==> config.mk <==
export PLATFORM = sky130hd
export DESIGN_NAME = ascii_to_binary
export DESIGN_NICKNAME = d
export VERILOG_FILES = /design/src/rtl/ascii_to_binary_pkg.sv /design/src/rtl/ascii_to_binary_classify.sv /design/src/rtl/ascii_to_binary.sv
export SDC_FILE = /design/constraint.sdc
export NUM_CORES = 1
export LEC_CHECK = 0
export BUFFER_PORTS_ARGS = -buffer_cell sky130_fd_sc_hd__buf_2
export CAP_MARGIN = 10
export CORE_MARGIN = 2
export CORE_UTILIZATION = 63
export DETAILED_ROUTE_END_ITERATION = 10
export MAX_ROUTING_LAYER = met4
export PLACE_DENSITY_LB_ADDON = 0.2
export SETUP_SLACK_MARGIN = 0.1
export SYNTH_ARGS = -nofsm -noshare
export SYNTH_HDL_FRONTEND = slang
export SYNTH_SLANG_ARGS = --single-unit
==> constraint.sdc <==
create_clock -name clk -period 4.8 [get_ports clk]
set_input_delay 0.24 -clock clk [delete_from_list [all_inputs] [get_ports clk]]
set_output_delay 0.24 -clock clk [all_outputs]
set_load 0.01 [all_outputs]
==> src/rtl/ascii_to_binary_pkg.sv <==
// Shared definitions for the ASCII-decimal parser: character codes,
// FSM state encoding and the result-width helper used by the ASCII
// display converter as well.
package ascii_to_binary_pkg;

  // ASCII character codes recognised by the parser
  localparam logic [7:0] ASCII_ZERO  = 8'h30;
  localparam logic [7:0] ASCII_NINE  = 8'h39;
  localparam logic [7:0] ASCII_CR    = 8'h0D;
  localparam logic [7:0] ASCII_SPACE = 8'h20;

  // Parser FSM state encoding
  localparam logic [1:0] ST_IDLE    = 2'd0;
  localparam logic [1:0] ST_ACCUM   = 2'd1;
  localparam logic [1:0] ST_DISCARD = 2'd2;

  // Binary result width: four bits per nibble
  function automatic int unsigned result_width(input int unsigned nibble_size);
    return 32'd4 * nibble_size;
  endfunction

endpackage

==> src/rtl/ascii_to_binary_classify.sv <==
// Combinational character classifier: flags decimal digits and number
// terminators and extracts the digit value.
module ascii_digit_classify
  import ascii_to_binary_pkg::*;
(
  input  logic [7:0] char_in,
  output logic       is_digit,
  output logic       is_term,
  output logic [3:0] digit_val
);

  // The low nibble of '0'..'9' is the digit value itself
  assign is_digit  = (char_in >= ASCII_ZERO) && (char_in <= ASCII_NINE);
  assign is_term   = (char_in == ASCII_CR) || (char_in == ASCII_SPACE);
  assign digit_val = is_digit ? char_in[3:0] : 4'h0;

endmodule

==> src/rtl/ascii_to_binary.sv <==
// Serial ASCII-decimal to binary parser. Digits are accumulated with a
// x10 shift-add; a CR or space terminator emits the value, a stray
// character rejects the number and skips to the next terminator.
module ascii_to_binary
  import ascii_to_binary_pkg::*;
#(
  parameter  int unsigned NIBBLE_SIZE = 3,
  localparam int unsigned W           = result_width(NIBBLE_SIZE)
) (
  input  logic         clk,
  input  logic         rst_n,
  input  logic         enable,
  input  logic         char_valid,
  input  logic [7:0]   char_in,
  output logic [W-1:0] binary_out,
  output logic         out_valid,
  output logic         error,
  output logic         busy
);

  // Accumulator has four spare bits so acc*10+9 never wraps while acc <= 2^W
  localparam int unsigned AW = W + 4;
  localparam logic [AW-1:0] MAX_VAL   = {4'b0000, {W{1'b1}}};
  localparam logic [AW-1:0] CLAMP_VAL = {3'b000, 1'b1, {W{1'b0}}};

  logic          is_digit_s;
  logic          is_term_s;
  logic [3:0]    digit_val_s;

  logic [1:0]    state_r;
  logic [1:0]    state_nxt_s;
  logic [AW-1:0] acc_r;
  logic [AW-1:0] acc_nxt_s;
  logic [AW-1:0] acc_x10_s;
  logic          ovf_r;
  logic          ovf_nxt_s;
  logic [W-1:0]  binary_out_r;
  logic [W-1:0]  out_nxt_s;
  logic          out_valid_r;
  logic          valid_nxt_s;
  logic          error_r;
  logic          error_nxt_s;
  logic          busy_r;

  ascii_digit_classify u_classify (
    .char_in   (char_in),
    .is_digit  (is_digit_s),
    .is_term   (is_term_s),
    .digit_val (digit_val_s)
  );

  // acc*10 + d as (acc<<3) + (acc<<1) + d
  assign acc_x10_s = {acc_r[AW-4:0], 3'b000}
                   + {acc_r[AW-2:0], 1'b0}
                   + {{(AW-4){1'b0}}, digit_val_s};

  // Next-state, accumulator and output-pulse decode
  always_comb begin
    state_nxt_s = state_r;
    acc_nxt_s   = acc_r;
    ovf_nxt_s   = ovf_r;
    out_nxt_s   = binary_out_r;
    valid_nxt_s = 1'b0;
    error_nxt_s = 1'b0;
    if (!enable) begin
      // Disabled: abandon any number silently, binary_out holds
      state_nxt_s = ST_IDLE;
      acc_nxt_s   = {AW{1'b0}};
      ovf_nxt_s   = 1'b0;
    end else if (char_valid) begin
      case (state_r)
        ST_IDLE: begin
          if (is_digit_s) begin
            acc_nxt_s   = {{(AW-4){1'b0}}, digit_val_s};
            ovf_nxt_s   = 1'b0;
            state_nxt_s = ST_ACCUM;
          end else if (is_term_s) begin
            // Empty number: nothing to report
            state_nxt_s = ST_IDLE;
          end else begin
            error_nxt_s = 1'b1;
            state_nxt_s = ST_DISCARD;
          end
        end
        ST_ACCUM: begin
          if (is_digit_s) begin
            if (ovf_r || (acc_x10_s > MAX_VAL)) begin
              // Clamp so further digits cannot wrap back into range
              ovf_nxt_s = 1'b1;
              acc_nxt_s = CLAMP_VAL;
            end else begin
              acc_nxt_s = acc_x10_s;
            end
          end else if (is_term_s) begin
            if (ovf_r) begin
              error_nxt_s = 1'b1;
            end else begin
              out_nxt_s   = acc_r[W-1:0];
              valid_nxt_s = 1'b1;
            end
            acc_nxt_s   = {AW{1'b0}};
            ovf_nxt_s   = 1'b0;
            state_nxt_s = ST_IDLE;
          end else begin
            error_nxt_s = 1'b1;
            state_nxt_s = ST_DISCARD;
          end
        end
        ST_DISCARD: begin
          // Swallow the rest of a rejected number without further errors
          if (is_term_s) begin
            acc_nxt_s   = {AW{1'b0}};
            ovf_nxt_s   = 1'b0;
            state_nxt_s = ST_IDLE;
          end else begin
            state_nxt_s = ST_DISCARD;
          end
        end
        default: begin
          acc_nxt_s   = {AW{1'b0}};
          ovf_nxt_s   = 1'b0;
          state_nxt_s = ST_IDLE;
        end
      endcase
    end else begin
      state_nxt_s = state_r;
    end
  end

  // State, accumulator and registered outputs
  always_ff @(posedge clk or negedge rst_n) begin
    if (!rst_n) begin
      state_r      <= ST_IDLE;
      acc_r        <= {AW{1'b0}};
      ovf_r        <= 1'b0;
      binary_out_r <= {W{1'b0}};
      out_valid_r  <= 1'b0;
      error_r      <= 1'b0;
      busy_r       <= 1'b0;
    end else begin
      state_r      <= state_nxt_s;
      acc_r        <= acc_nxt_s;
      ovf_r        <= ovf_nxt_s;
      binary_out_r <= out_nxt_s;
      out_valid_r  <= valid_nxt_s;
      error_r      <= error_nxt_s;
      busy_r       <= (state_nxt_s != ST_IDLE);
    end
  end

  assign binary_out = binary_out_r;
  assign out_valid  = out_valid_r;
  assign error      = error_r;
  assign busy       = busy_r;

endmodule
-- Yosys cells after proc, flatten, opt, wreduce, memory -nomap -nowiden
Index checks and enable logic that the tools add are counted.
- eq/ne operators: 7
- reductions and logical operators: 8
- bitwise operators: 2
- mux-type cells: 35
- add/sub/neg operators: 2
- magnitude comparators: 3
- operator list (kind ; count):
    $mux 16 ; 6
    $pmux 16 s3 ; 1
    $mux 1 ; 19
    $add 16x16->16 ; 1
    $add 16x4->16 ; 1
    $gt 16x12->1 const B ; 1
    $mux 2 ; 5
    $eq 8x4->1 const B ; 1
    $eq 8x6->1 const B ; 1
    $ge 8x6->1 const B ; 1
    $le 8x6->1 const B ; 1
    $pmux 2 s3 ; 1
    $reduce_and 6->1 ; 1
    $mux 4 ; 1
    $ne 4x4->1 const B ; 1
    $ne 3x2->1 const B ; 1
    $pmux 1 s3 ; 1
    $reduce_and 3->1 ; 1
    $eq 2x1->1 const B ; 1
    $eq 2x2->1 const B ; 1
    $logic_not 2->1 ; 1
    $logic_or 1x1->1 ; 2
    $ne 2x1->1 const B ; 1
    $not 1->1 ; 2
    other kinds (4) ; 4
- output and inout bits: 15
- bits of input ports: 12
- logic and storage cells: 64
- bits in registers: 34

-- Longest topological paths before layout
- word-level depth: 11
- mapped depth: 15
- gate-level depth less buffers: 13

-- Hierarchy
Synthesis repeated with hierarchy kept, for this count alone.
- cells, all modules: 246
- area total of the unflattened synthesis: 2278.4 um^2
- modules (own cells, without submodules) (module ; cells an instance ; times used ; area an instance (um^2) ; seq. area each (um^2)):
    ascii_to_binary ; 233 ; 1 ; 2189.6 ; 825.8
    ascii_digit_classify ; 13 ; 1 ; 88.8 ; 0.0

-- Worst setup path before layout
No wires, ideal clock.
- kind: in2reg
- from: input port char_in[1]
- to: register acc_r[10]
- data arrival time: 3.075 ns
- path slack: 1.604 ns
- cell stages on the path: 14
- data required time: 4.679 ns
- path through: o21ai_1 -> and4_1 -> buf_2 -> and2_1 -> fa_1 -> ha_1 -> a211oi_1 -> o21a_1 -> a221o_1 -> a31oi_2 -> mux2i_1 -> nor3_2 -> buf_6 -> a22o_1
- longest elaborated chain between the ends: 11
- RTL lines (what ; RTL line ; text):
    start, declared ; ascii_to_binary.sv:14 ; input logic [7:0] char_in,
    $ge 8x6->1 or $le 8x6->1 (tied branches) ; ascii_to_binary_classify.sv:13 ; assign is_digit = (char_in >= ASCII_ZERO) && (char_in <= ASCII_NINE);
    $logic_and 1x1->1 ; ascii_to_binary_classify.sv:13 ;
    $mux 4 ; ascii_to_binary_classify.sv:15 ; assign digit_val = is_digit ? char_in[3:0] : 4'h0;
    $add 16x4->16 ; ascii_to_binary.sv:55 ; + {{(AW-4){1'b0}}, digit_val_s};
    $gt 16x12->1 ; ascii_to_binary.sv:87 ; if (ovf_r || (acc_x10_s > MAX_VAL)) begin
    $logic_or 1x1->1 ; ascii_to_binary.sv:87 ;
    $mux 16 ; ascii_to_binary.sv:87 ;
    $mux 16 ; ascii_to_binary.sv:86 ; if (is_digit_s) begin
    $pmux 16 s3 ; ascii_to_binary.sv:71 ; case (state_r)
    $mux 16 ; ascii_to_binary.sv:70 ; end else if (char_valid) begin
    $mux 16 ; ascii_to_binary.sv:65 ; if (!enable) begin
    end signal, assigned ; ascii_to_binary.sv:134 ; acc_r <= {AW{1'b0}};
    end signal, assigned ; ascii_to_binary.sv:142 ; acc_r <= acc_nxt_s;
    end, declared ; ascii_to_binary.sv:32 ; logic [AW-1:0] acc_r;
Several ways; a longest one is shown, not always the timed one. The select of a mux whose other input is x is not followed.
A chain may end at the register's enable or synchronous reset.

-- Worst setup path after layout
- from: input port char_in[1]
- to: register acc_r[8]
Same word-level chain as after synthesis.

==> results.txt <==
----------------------------------------------------
[STA]
  Setup repair after global routing missed its margin ... no
  Worst slew pin tran ... 1.161 ns
  Share of the clock period used by the worst path after layout ... 74.92%
  Final slew viol count ... 0
  Layout Skew ... 0.001732 ns
  Final critical-path setup slack ... 1.204 ns
  Final hold vios ... 0
  Final critical-path required period ... 3.596 ns
  Max_slew headroom ... 22.10%
  Final Setup Violations ... 0
  Accumulated negative setup slack ... 0 ns
  F_max ... 0.2781 GHz

[Worst setup path]
  Maximum fanout along the worst path ... 12
  CP Capture Type ... flip-flop
  Required time of the critical path ... 5.08 ns
  Cell chain of the critical path ... buf_2 -> o21ai_1 -> and4_1 -> and2_1 -> fa_1 -> ha_1 -> a211oi_1 -> o21a_1 -> a221o_1 -> a31oi_2 -> xor2_2 -> nor3_2 -> a32o_1
  Category of the most critical setup path ... in -> reg
  Worst stage delay on the critical path ... 0.69 ns
  Cell type of the slowest stage on the worst timing path ... sky130_fd_sc_hd__nor3_2
  Crit start category ... input pin
  Data arrival, critical path ... 3.88 ns

[Routing]
  Average wire per cell in the routed design ... 14.56 um
  Starting DRC count in detailed routing ... 94
  Routed wire length ... 4587 um
  Via Count ... 1852
  Detailed-routing iteration count for the pre-antenna-repair pass ... 4
  Post-route DRC ... 0
  Antenna violation net count after detailed routing ... 0
  Number of vias per cell ... 5.879

[CTS]
  Number of buffers on the longest clock path ... 2
  TritonCTS Sinks ... 33
  Number of levels the H-tree was split into ... 2
  Clk_lat worst skew ... 0.34 ns
  CTS tree ... done
  Root Driver ... sky130_fd_sc_hd__clkbuf_4
  Total CTS buffers ... 5
  Clock-pin slew reported for the worst setup and hold paths after clock tree synthesis ... 0.10 ns
  Setup Fix Bufs, Post-CTS ... 0
  Post-CTS sizing ... 0

[Synth]
  Post-synthesis sequential area ratio ... 36.46%
  Number of synthesized flops with an enable pin ... 0
  Synth unique cells ... 47
  Async S/R FF share, synth ... 100.0%
  Net count after synthesis ... 283
  Netlist Area Pre-Place ... 2265 um2
  Per-instance average area after synthesis ... 9.476 um2
  Main flop type after synthesis ... sky130_fd_sc_hd__dfrtp_1
  Yosys reg bits ... 33
  Instance count of the mapped netlist ... 239
  Count of warnings emitted by yosys ... 0

[Global route]
  Gr usage total ... 25.65%
  Via count of the first global-routing pass ... 1765
  Pin count of the biggest net entering global routing ... 34
  Grt total ovfl ... 0
  Global-route wire length before repair ... 7935 um
  Initial antenna violation count ... 0

[Pwr]
  Cell Pwr Density ... 189.9 nW/um2
  Maximum vdd ir drop ... 0.0001445 V
  Reported leakage power ... 1.462 nW

[Floorplanning]
  I/O pin count ... 27
  Row Count ... 21
  Effective utilization at floorplan ... 66.81%
  Horizontal die dimension ... 63.96 um
  Core ar. ... 3390 um2
  Y dimension of the die ... 63.96 um
  Overall die area ... 4090 um2

[Placement]
  Count of buffers from port buffering ... 26
  Post-detailed-placement half-perimeter wirelength ... 3427 um
  Placed cells ... 306
  Area of placed instances ... 2424 um2
  Final weighted congestion of routability-driven global placement ... 0.9152
  Worst slack after detailed placement ... 0.8448 ns

[Worst hold path]
  Path class of the lowest-slack min-delay path ... in -> reg

[Cells and area]
  Post-route design area ... 2489 um2
  Diodes inserted ... 0
  # nets final ... 312
  Post-layout instance count excluding filler cells ... 315
  Share of cells above drive strength 1 ... 14.50%
  Area growth from synthesis to layout ... 9.890%

[Status]
  Run status ... finished clean

[Run]
  Max-capacitance violation count ... 0

----------------------------------------------------
Yosys cell counts (all sizes together) (3+ instances only):
library cell / number / share of area [%]
a211oi: 4 / 1.3
a21o: 8 / 2.7
a21oi: 10 / 2.2
a22o: 11 / 4.3
and2: 6 / 1.7
buf: 3 / 0.94
dfrtp: 33 / 36
ha: 30 / 17
inv: 9 / 1.5
nand2: 47 / 7.8
nand3: 4 / 0.88
nor2: 9 / 1.5
nor2b: 3 / 0.83
nor3: 3 / 0.88
o21ai: 14 / 3.1
xnor2: 6 / 2.3
xor2: 5 / 2.3
placed cells by master, fill, tap and decap left out, types with 2 or more instances in the layout:
cell / n
sky130_fd_sc_hd__nor3_1: 2
sky130_fd_sc_hd__ha_1: 30
sky130_fd_sc_hd__nor2b_1: 3
sky130_fd_sc_hd__nand3_1: 4
sky130_fd_sc_hd__buf_2: 26
sky130_fd_sc_hd__a22o_1: 11
sky130_fd_sc_hd__o21bai_1: 2
sky130_fd_sc_hd__and4_1: 2
sky130_fd_sc_hd__fa_1: 2
sky130_fd_sc_hd__inv_1: 9
sky130_fd_sc_hd__clkbuf_4: 5
sky130_fd_sc_hd__a21oi_1: 10
sky130_fd_sc_hd__nand2_1: 47
sky130_fd_sc_hd__or3_1: 2
sky130_fd_sc_hd__a21o_1: 8
sky130_fd_sc_hd__xor2_1: 4
sky130_fd_sc_hd__a211oi_1: 4
sky130_fd_sc_hd__xnor2_1: 6
sky130_fd_sc_hd__clkinv_2: 2
sky130_fd_sc_hd__o211ai_1: 2
sky130_fd_sc_hd__a31oi_2: 2
sky130_fd_sc_hd__nor2_1: 9
sky130_fd_sc_hd__and2_1: 6
sky130_fd_sc_hd__o21ai_0: 11
sky130_fd_sc_hd__and3_1: 2
sky130_fd_sc_hd__o21ai_1: 3
sky130_fd_sc_hd__dfrtp_1: 33
per-layer routing:
| metal | GRT usage (%) | wire length, um | share of wire (%) |
|---|---|---|---|
| met2 | 39.71 | 2126 | 46 |
| met1 | 33.49 | 2185 | 48 |
| met5 | - | 0 | 0 |
| met4 | 9.783 | 102 | 2.2 |
| met3 | 4.930 | 174 | 3.8 |
cells by family after synthesis:
kind of cell	after synthesis	synth area share (%)
AND/OR/NAND/NOR	86	18.07
AO/OA/AOI/OAI	62	19.34
flip-flops	33	36.46
adder cells (fa/ha/maj)	32	18.34
buffers and inverters	14	2.762
XOR/XNOR	11	4.586
multiplexers	1	0.4420
final cells by class:
cell class / count / area (um2)
timing repair buffer: 27 / 140.1
multi-input combinational: 192 / 1376
sequential: 33 / 825.8
fill: 262 / 900.9
inverter: 9 / 33.78
tap: 46 / 57.56
clock buffer: 5 / 37.54
clock inverter: 3 / 17.52
sequential cells by signal (all words and copies together) (netlist names):
register / count
error: 1
out_valid: 1
binary_out: 12
acc_r: 15
state_r: 2
busy: 1
ovf_r: 1
power breakdown:
| group | switching (W) | total, W | leakage (nW) | internal, W |
|---|---|---|---|---|
| sequential | 0.00000165 | 0.000282 | 0.458 | 0.000280 |
| clock | 0.000100 | 0.000156 | 0.0310 | 0.0000551 |
| combinational | 0.0000231 | 0.0000352 | 0.973 | 0.0000120 |
worst paths after layout:
check,slack (ns),endpoint,cells after the start,from
setup / recovery,1.20,acc_r[8]$_DFFE_PN0P_,13,char_in[1]
hold reg to reg,0.48,binary_out[2]$_DFFE_PN0P_,2,binary_out[2]$_DFFE_PN0P_
setup reg to reg,1.37,acc_r[8]$_DFFE_PN0P_,9,acc_r[0]$_DFFE_PN0P_
hold / removal,0.15,acc_r[0]$_DFFE_PN0P_,2,char_in[0]
max in group asynchronous,3.85,state_r[1]$_DFF_PN0_,2,rst_n
min in group asynchronous,0.48,binary_out[10]$_DFFE_PN0P_,2,rst_n
through the flow:
| step | power (W) | util [%] | hold slack (ns) |
|---|---|---|---|
| finish | 0.0004726 | 73.42 | 0.1451 |
| global route | 0.0004928 | 73.42 | 0.1364 |
| CTS | 0.0004754 | 73.42 | 0.1377 |
| detailed placement | 0.0003218 | 71.50 | 0.3391 |
| global placement | 0.0003210 | 71.50 | 0.3321 |
| floorplan | 0.0003038 | - | -0.05559 |
worst max-delay path, delay by kind of cell:
kind                     cells  cell delay (ns)
buffers and inverters        1             0.12
AND/OR/NAND/NOR              3             1.26
XOR/XNOR                     1             0.13
adder cells (fa/ha/maj)      2             0.79
AO/OA/AOI/OAI                6             1.33
timing repair:
item | 4_1_cts | 5_1_grt
endpoints found under the hold margin | 33 | 0
endpoints found under the setup margin | 0 | 0
hold buffers | 1 | 0
Power figures use the tool's default switching activity.
